## config.mk

```make
export PLATFORM = sky130hd
export DESIGN_NAME = bus_arbiter
export DESIGN_NICKNAME = d
export VERILOG_FILES = /design/src/rtl/bus_arbiter.sv
export SDC_FILE = /design/constraint.sdc
export NUM_CORES = 1
export LEC_CHECK = 0
export CAP_MARGIN = 20
export CORE_UTILIZATION = 38
export CTS_BUF_LIST = sky130_fd_sc_hd__clkbuf_4 sky130_fd_sc_hd__clkbuf_8 sky130_fd_sc_hd__clkbuf_16
export DETAILED_ROUTE_END_ITERATION = 7
export PLACE_DENSITY = 0.83
export SLEW_MARGIN = 20
export SYNTH_ARGS = -nofsm -noshare
export SYNTH_HDL_FRONTEND = slang
export SYNTH_SLANG_ARGS = --single-unit
```

## constraint.sdc

```tcl
create_clock -name i_clk -period 1.6 [get_ports i_clk]
set_input_delay 0.16 -clock i_clk [delete_from_list [all_inputs] [get_ports i_clk]]
set_output_delay 0.16 -clock i_clk [all_outputs]
set_load 0.005 [all_outputs]
```

## src/rtl/bus_arbiter.sv

```systemverilog
// Shared-bus driver: lowest-index one-hot source wins the bus with zero latency.
// An optional keeper holds the last value while idle; contention is logged in sticky debug registers.
module bus_arbiter #(
  parameter  int WIDTH = 8,
  parameter  int N_SRC = 5,
  parameter  int KEEP  = 1,
  parameter  int CNT_W = 8,
  localparam int IDX_W = $clog2(N_SRC)
) (
  input  logic                   i_clk,
  input  logic                   i_reset,
  input  logic [WIDTH-1:0]       i_bus_in,
  input  logic [N_SRC*WIDTH-1:0] i_src_data,
  input  logic [N_SRC-1:0]       i_src_oe,
  input  logic                   i_err_clear,
  output logic [WIDTH-1:0]       o_bus_out,
  output logic                   o_bus_busy,
  output logic                   o_contention,
  output logic [IDX_W-1:0]       o_last_idx,
  output logic                   o_fault,
  output logic [N_SRC-1:0]       o_fault_mask,
  output logic [CNT_W-1:0]       o_err_count
);

  typedef enum logic {
    IDLE_OK = 1'b0,
    FAULT   = 1'b1
  } state_e;

  localparam logic [CNT_W-1:0] CNT_MAX = {CNT_W{1'b1}};

  state_e           r_state;
  state_e           w_state_nxt;
  logic [WIDTH-1:0] r_keep;
  logic [IDX_W-1:0] r_last_idx;
  logic [N_SRC-1:0] r_fault_mask;
  logic [CNT_W-1:0] r_err_count;

  logic [IDX_W-1:0] w_idx;
  logic [WIDTH-1:0] w_sel;
  logic             w_busy;
  logic             w_cont;
  logic             w_first;

  // Priority select: scan high to low so the lowest asserted index is written last.
  always_comb begin
    w_idx = '0;
    w_sel = '0;
    for (int i = N_SRC - 1; i >= 0; i--) begin
      w_idx = i_src_oe[i] ? IDX_W'(i) : w_idx;
      w_sel = i_src_oe[i] ? i_src_data[i*WIDTH +: WIDTH] : w_sel;
    end
  end

  // Clearing the lowest set bit leaves something only when two or more bits are set.
  assign w_busy = |i_src_oe;
  assign w_cont = |(i_src_oe & (i_src_oe - N_SRC'(1)));

  assign o_bus_out = w_busy ? w_sel : ((KEEP != 0) ? r_keep : i_bus_in);

  // Fault state register.
  always_ff @(posedge i_clk) begin
    if (i_reset) begin
      r_state <= IDLE_OK;
    end else begin
      r_state <= w_state_nxt;
    end
  end

  // Next-state logic; a clear that coincides with contention counts as a fresh first fault.
  always_comb begin
    w_state_nxt = r_state;
    w_first     = 1'b0;
    case (r_state)
      IDLE_OK: begin
        w_first = w_cont;
        if (w_cont) begin
          w_state_nxt = FAULT;
        end else begin
          w_state_nxt = IDLE_OK;
        end
      end
      FAULT: begin
        w_first = w_cont & i_err_clear;
        if (i_err_clear && !w_cont) begin
          w_state_nxt = IDLE_OK;
        end else begin
          w_state_nxt = FAULT;
        end
      end
      default: begin
        w_state_nxt = IDLE_OK;
        w_first     = 1'b0;
      end
    endcase
  end

  // Keeper, winner index, first-fault snapshot and saturating contention counter.
  always_ff @(posedge i_clk) begin
    if (i_reset) begin
      r_keep       <= '0;
      r_last_idx   <= '0;
      r_fault_mask <= '0;
      r_err_count  <= '0;
    end else begin
      if (w_busy) begin
        r_keep     <= w_sel;
        r_last_idx <= w_idx;
      end
      if (w_first) begin
        r_fault_mask <= i_src_oe;
      end else if (i_err_clear) begin
        r_fault_mask <= '0;
      end
      if (i_err_clear) begin
        r_err_count <= w_cont ? CNT_W'(1) : '0;
      end else if (w_cont && (r_err_count != CNT_MAX)) begin
        r_err_count <= r_err_count + CNT_W'(1);
      end
    end
  end

  assign o_bus_busy   = w_busy;
  assign o_contention = w_cont;
  assign o_last_idx   = r_last_idx;
  assign o_fault      = (r_state == FAULT);
  assign o_fault_mask = r_fault_mask;
  assign o_err_count  = r_err_count;

endmodule

```

Word level (Yosys, flattened, before mapping). Cells that the tools add are included.

Bits of input ports: 56. Logic and storage cells: 38. Output and inout port bits: 27. Bits in registers: 25.

Bitwise gates (word level): 3. Reductions and logical operators: 7. Mux-type cells: 20. Equal/unequal tests: 1. Add/subtract/negate cells: 2.

Operator list (number): 2-to-1 mux 8 bit (8); 2-to-1 mux 3 bit (5); 2-to-1 mux 5 bit (2); OR reduction 5 bit (2); adder 8 x 1 -> 8 bit, second input constant (1); inequality test 8 bit, second input constant (1); AND 5 bit (1); subtractor 5 x 1 -> 5 bit, second input constant (1); one-hot mux 1 bit (2 select lines) (2); nonzero test 2 bit (2); 2-to-1 mux 1 bit (3); logical AND 1 bit (2); AND 1 bit (1); zero test 1 bit (1); NOT 1 bit (1).

Logic depth before layout (Yosys ltp). Gate-level depths: netlist (run 1).

Word-level depth: 7. Depth in mapped cells: 7. Mapped depth without buffers: 5.

Worst setup path before layout (run 1). OpenSTA, ideal clock, no wires.

Path kind: reg-to-reg. Start: register r_err_count[0], in the netlist o_err_count[0]. End: register r_err_count[3], in the netlist o_err_count[3]. Required time: 1.530 ns. Path buffers: 1. Setup time: 0.070 ns. Period minus slack after synthesis: 1.526 ns. Stages on the path, launching flop included: 6. Arrival: 1.456 ns. Path slack: 0.074 ns. Cells stage by stage: dfxtp_1 ha_1 and4_4 buf_6 or4_1 a21oi_1.

Word-level cells in the longest chain between the ends: 3. Elaborated cells on any way between the ends: 6. Classes of those cells: add/sub (1); eq/ne (1); mux (2); reduce/logical (2).

Ends and longest elaborated chain: start, declared (RTL line 37) `logic [CNT_W-1:0] r_err_count;`; start signal, assigned (RTL line 116) `r_err_count <= w_cont ? CNT_W'(1) : '0;`; start signal, assigned (RTL line 118) `r_err_count <= r_err_count + CNT_W'(1);`; adder 8 x 1 -> 8 bit or inequality test 8 bit (tied branches) (RTL line 118, 117); 2-to-1 mux 8 bit or logical AND 1 bit (tied branches) (RTL line 117) `end else if (w_cont && (r_err_count != CNT_MAX)) begin`; 2-to-1 mux 8 bit or nonzero test 2 bit (tied branches).

Parallel ways exist; a longest one is shown, timed or not. The select of a mux whose other input is x is not followed. A chain may end at the register's enable or synchronous reset.

Worst setup path after layout (run 1).
Start: input port i_src_oe[3]. End: register r_keep[6].

Word-level cells in the longest chain between the ends: 5. Elaborated cells on any way between the ends: 6. Classes of those cells: mux (5); reduce/logical (1).

Ends and longest elaborated chain: start, declared (RTL line 14) `input logic [N_SRC-1:0] i_src_oe,`; 2-to-1 mux 8 bit (4 in a row) (RTL line 51) `w_sel = i_src_oe[i] ? i_src_data[i*WIDTH +: WIDTH] : w_sel;`; 2-to-1 mux 8 bit *; end signal, assigned (RTL line 107) `r_keep <= w_sel;`; end, declared (RTL line 34) `logic [WIDTH-1:0] r_keep;`.

Every way passes the cells marked *; elsewhere a longest branch is shown, timed or not.

==> flow_summary.yaml, run 1 <==
route:
  via_per_inst: 5.434
  firstDrtPassIters: 7
  wire_per_inst_um: 15.05
  totalWireLength_um: 5163
  drt_iter0_markers: 71
  route.vias.total: 1864
  drc: 0
  drtAntennaViolNets: 0
worst_hold_path:
  hold_start: "i_src_oe[1]"
  hold_end: "o_fault_mask[1]"
  min_path_cells: 3
  hold_path_class: "input pin to register"
logic_synthesis:
  synth_top_cell_area_share: 0.3431
  yosysWarnings: 0
  async_flop_share: 0
  synth_edf_count: 0
  ys.flop_type: "dfxtp_1"
  synth.area.top_cells: "dfxtp_1 34%, nand3b_1 4.6%, a21oi_1 4.5%, mux2i_1 4.1%, nand2_1 3.9%"
  synth-seq-cells: 25
  seq_area_frac_synth: 0.3431
  yosys.area.top_type: "dfxtp_1"
  synthDistinctLibCells: 41
  avgSynthCellArea_um2: 8.433
  synth_fp_nets: 230
  synthesis.area_mm2: 0.001459
  synthCells: 173
layout:
  nFillCells: 251
  final_layout_size_suffix_gt1_frac: 0.3085
  antennaDiodeCount: 0
  area_growth_syn_to_layout_pct: 87.31
  nets: 353
timing:
  slew_headroom: 0.7576
  setup-violations-final: 0
  hold_viol_final: 0
  finClkSkew_ns: 0.003864
  slew_violations: 0
  post-route-period-util: 0.9907
  fin_setup_tns_ns: 0
  timing.hold.ws_ns: 0.3617
  fin_crit_ns: 1.585
  fmax_ghz: 0.6309
  worst_pin_slew_ns: 0.3603
setup_path:
  required_ns: 1.80
  reg2regPathDepth: 4
  crit_top_cell: "buf_6"
  r2r_slack_ns: 0.09
  path_cells: "buf_6 > buf_6 > nand3b_1 > a221oi_2 > o22ai_2 > buf_4 > buf_6 > buf_6 > buf_6 > buf_4 > buf_4 > a21oi_2"
  r2r-end: "o_err_count[4]"
  cp-start-kind: "input pin"
  r2r_start: "o_err_count[4]"
  end_kind: "register"
  crit_path_max_fanout: 5
  path_class: "input pin to register"
  critPathArrivalTime_ns: 1.79
  cpMaxStageDelayCell: "a221oi_2"
  cpPeakStageDelay_ns: 0.28
power_and_ir_drop:
  vdd_drop_max_uv: 354.5
  p_per_area_mw_per_mm2: 585.8
  leakage_nw: 1.145
place:
  gp_congestion: 0.7963
  io_buffers: 74
  dp_hpwl_um: 3512
cts:
  clock-sinks: 25
  h-tree-depth: 1
  root_buffer: "clkbuf_8"
  clk_pin_slew_worst_paths_ns: 0.09
  hold_buffers: 0
  cts_tree: "done"
  clock_latency_ns: 0.26
  numCtsBuffers: 3
  clockBufferDepth: 2
global_route:
  grt_usage: 0.2413
  grt_pass1_vias: 1771
  grt_max_degree: 14
  grt_remaining_overflow: 0
  grt_pass1_wl_um: 7824
  antenna_found_initial: 0
die:
  rows: 22
  die_y_um: 63.96
  ios: 83
  core_mm2: 0.003661
  dieArea_mm2: 0.004091
  die_w_um: 63.96
  start_util: 0.3985
run:
  max_cap_violations: 0
status:
  status: "completed"
==> metrics by stage <==
stage | util | cell area, um2 | instances | power, W | worst slack (ns)
after floorplan | - | 1459 | 173 | 0.0008548 | 0.07406
after global placement | 0.6808 | 2492 | 320 | 0.001151 | -0.6077
after detailed placement | 0.6808 | 2492 | 320 | 0.001160 | -0.6565
after CTS | 0.7211 | 2640 | 336 | 0.001568 | -0.03541
after global routing | 0.7464 | 2733 | 343 | 0.001680 | -0.03190
final | 0.7464 | 2733 | 343 | 0.001601 | 0.01487
==> Yosys cell counts (5+ instances only) <==
library cell and n:
nand3b_1 9, a211oi_1 5, dfxtp_1 25, nand2b_1 6
mux2i_1 6, inv_1 7, a21oi_1 13, o21ai_0 7
buf_2 5, nand2_1 15, nor2_1 10, nor2b_1 6
==> routing by layer <==
metal,track usage,up-vias,part of all wire
met1,0.2566,866,0.38
met4,0.09375,0,0.028
met2,0.4588,87,0.53
met5,0,-,0
met3,0.04821,18,0.060
li1,-,893,-
==> registers in the layout, summed over array words and instances, names as in the netlist <==
| register | flops |
|---|---|
| o_fault_mask | 5 |
| o_err_count | 8 |
| o_fault | 1 |
| o_last_idx | 3 |
| r_keep | 8 |
==> cell families after synthesis <==
group | synth area share
AOI/OAI and AO/OA | 0.2384
muxes | 0.04117
DFF | 0.3431
and+or+nand+nor | 0.2959
buffers and inverters | 0.06604
adders and majority gates | 0.01544
==> placed cells by master, fill, tap and decap left out, types with 5 or more instances in the layout <==
cell type,n
dfxtp_1,25
mux2i_1,6
buf_2,8
nor2b_1,6
nor2_1,10
buf_4,46
nand2b_1,6
nand2_1,15
a211oi_1,5
buf_6,9
clkdlybuf4s50_1,53
a21oi_1,11
nand3b_1,9
dlymetal6s2s_1,6
==> how the worst max path moves through the flow <==
| stage | startpoint | end | slack [ns] | depth (start not counted) |
|---|---|---|---|---|
| 2_1_floorplan | o_err_count[0] | o_err_count[3] | 0.07 | 5 |
| 3_3_place_gp | i_src_oe[3] | o_bus_out[0] | -0.61 | 6 |
| 3_5_place_dp | i_src_oe[3] | o_bus_out[7] | -0.66 | 6 |
| 4_1_cts | i_src_data[38] | r_keep[6] | -0.04 | 11 |
| 5_1_grt | i_src_oe[3] | r_keep[6] | -0.03 | 12 |
| 6_report | i_src_oe[3] | r_keep[6] | 0.01 | 12 |
==> timing repair <==
| action | CTS | global route |
|---|---|---|
| pin swaps | 15 | 14 |
| gates resized for setup | 55 | 28 |
| endpoints found under the setup margin | 24 | 11 |
| setup buffers | 12 | 7 |
==> critical path, delay by kind of cell <==
family / cells / cell delay, ns
buffers and inverters: 8 / 0.92
AO/OA/AOI/OAI: 3 / 0.53
AND/OR/NAND/NOR: 1 / 0.17
==> layout make-up <==
| class | count | area (um2) | share of cell area |
|---|---|---|---|
| timing repair buffer | 130 | 1185 | 0.4336 |
| multi-input combinational | 129 | 912.1 | 0.3338 |
| inverter | 7 | 26.28 | 0.009615 |
| clock buffer | 4 | 48.80 | 0.01786 |
| tap | 48 | 60.06 | 0.02198 |
| sequential | 25 | 500.5 | 0.1832 |
==> power by group <==
group / switching [W] / internal (W) / total, W
combinational: 0.000204 / 0.000338 / 0.000543
clock: 0.000189 / 0.000195 / 0.000384
sequential: 0.0000181 / 0.000656 / 0.000674
total: 0.000412 / 0.00119 / 0.00160
Power figures use the tool's default switching activity.
==> run 2: changes to the inputs <==
CORE_UTILIZATION = 41   (was 38)
PLACE_DENSITY = 0.88   (was 0.83)
clock period = 1.89 ns   (was 1.6 ns; I/O delays follow)
==> flow_summary.yaml, run 2 (synthesis results as in run 1) <==
power_and_ir_drop:
  leakage_nw: 0.9494
  vdd_drop_max_uv: 232.4
  p_total_w: 0.001195
  p_per_area_mw_per_mm2: 481.6
global_route:
  grt_pass1_vias: 1598
  grt_remaining_overflow: 0
  grt_use_met1: 0.2613
  grt_usage: 0.2425
  grt_pass1_wl_um: 6727
  use_met2: 0.4439
  use_met3: 0.07143
  antenna_found_initial: 0
  grt-busiest-layer: "met2"
  grt_max_degree: 15
layout:
  layout_common_cells: "60 x clkdlybuf4s50_1, 27 x buf_4, 25 x dfxtp_1, 15 x nand2_1, 13 x a21oi_1"
  antennaDiodeCount: 0
  final_cells: 318
  nets: 330
  fin_util: 0.7377
  final_layout_size_suffix_gt1_frac: 0.1801
  area_growth_syn_to_layout_pct: 70.07
  nFillCells: 276
  final_common_cell: "clkdlybuf4s50_1"
route:
  wire_per_inst_um: 13.48
  drt_iter0_markers: 89
  drtAntennaViolNets: 0
  firstDrtPassIters: 4
  via_per_inst: 5.330
  totalWireLength_um: 4286
  drc: 0
  route.vias.total: 1695
setup_path:
  end_kind: "output port"
  path_cells: "clkdlybuf4s50_1 > buf_4 > nor2_1 > nand4_1 > a32o_1 > dlygate4sd2_1"
  required_ns: 1.70
  path_class: "input pin to output port"
  cp_top_family: "buffers and inverters"
  cpPeakStageDelay_ns: 0.42
  critPathArrivalTime_ns: 1.62
  crit_path_max_fanout: 8
  critPathBufInv: 3
  cpMaxStageDelayCell: "clkdlybuf4s50_1"
  cp-start-kind: "input pin"
cts:
  clockBufferDepth: 2
  cts_tree: "done"
  clk_pin_slew_worst_paths_ns: 0.14
  clock_latency_ns: 0.32
  hold_buffers: 0
  numCtsBuffers: 3
  h-tree-depth: 1
  root_buffer: "clkbuf_4"
  clock-sinks: 25
timing:
  rsz0062_at_grt: "no"
  slew_headroom: 0.7792
  fin_crit_ns: 1.807
  worst_pin_slew_ns: 0.3266
  slew_violations: 0
  fin_setup_tns_ns: 0
  post-route-period-util: 0.9561
  setup-violations-final: 0
  setup_slack_ns: 0.08304
  finClkSkew_ns: 0.006954
  hold_viol_final: 0
  fmax_ghz: 0.5534
run:
  max_cap_violations: 0
place:
  io_buffers: 74
  dp_hpwl_um: 3413
  place_inst: 310
  gp_congestion: 0.7922
  dp_slack_ns: -0.4670
status:
  status: "completed"
die:
  dieArea_mm2: 0.003801
  core_mm2: 0.003363
  ios: 83
  rows: 21
  start_util: 0.4338
  die_y_um: 61.65
  die_w_um: 61.65
worst_hold_path:
  hold_path_class: "input pin to register"
[run 2: cell count changes in the layout (fill, tap and decap cells not counted), sizes merged]
| cell | delta |
|---|---|
| inv | -1 |
| dlymetal6s2s | -5 |
| clkinv | +1 |
| buf | -32 |
| clkbuf | -2 |
| clkinvlp | +1 |
| dlygate4sd2 | +8 |
| clkdlybuf4s50 | +7 |
[run 2: repair_timing]
item	4_1_cts	5_1_grt
buffers inserted	4	0
pin swaps	2	0
endpoints found under the setup margin	10	6
resized for setup	29	4
[run 2: worst min-delay path: stages]
cell and delay [ns]:
dlygate4sd2_1 0.27, buf_6 0.15, a22o_1 0.12
[run 2: routing by layer]
metal	part of all wire	routed length, um
met1	0.41	1737
met2	0.51	2174
met3	0.070	298
met4	0.018	76
met5	0	0
[run 2: worst paths after layout]
check | startpoint | end | slack [ns] | cells after the start
worst min-delay path | i_src_oe[1] | o_fault_mask[1] | 0.42 | 3
worst min register to register | o_last_idx[2] | o_last_idx[2] | 0.50 | 2
worst max register to register | o_err_count[0] | o_err_count[4] | 0.32 | 4
worst max-delay path | i_src_oe[0] | o_bus_out[0] | 0.08 | 6
[run 2: area by class of cell]
class / instances / area [um2] / area share
clock buffers: 3 / 22.52 / 0.009077
repair buffers: 107 / 994.7 / 0.4009
inverters: 7 / 30.03 / 0.01210
flip-flops and latches: 25 / 500.5 / 0.2017
multi-input cells: 129 / 870.8 / 0.3510
clock inverters: 1 / 5.005 / 0.002017
well taps: 46 / 57.56 / 0.02320
[run 2: through the flow]
stage | instance area (um2) | hold WS (ns)
2_1_floorplan | 1459 | 0.3718
3_3_place_gp | 2405 | 0.4543
3_5_place_dp | 2405 | 0.4707
4_1_cts | 2474 | 0.4107
5_1_grt | 2481 | 0.4419
6_report | 2481 | 0.4227
[run 2: power breakdown]
| group | internal (W) | total (W) | switching (W) | leakage (nW) |
|---|---|---|---|---|
| clock | 0.0000793 | 0.000240 | 0.000161 | 0.0177 |
| sequential | 0.000556 | 0.000572 | 0.0000156 | 0.206 |
| combinational | 0.000242 | 0.000383 | 0.000142 | 0.726 |
==> run 3: changes to the inputs <==
ABC_CLOCK_PERIOD_IN_PS = 1890   (was not set)
==> results of run 3 <==
Final layout, timing and power as in run 2 (identical DEF).
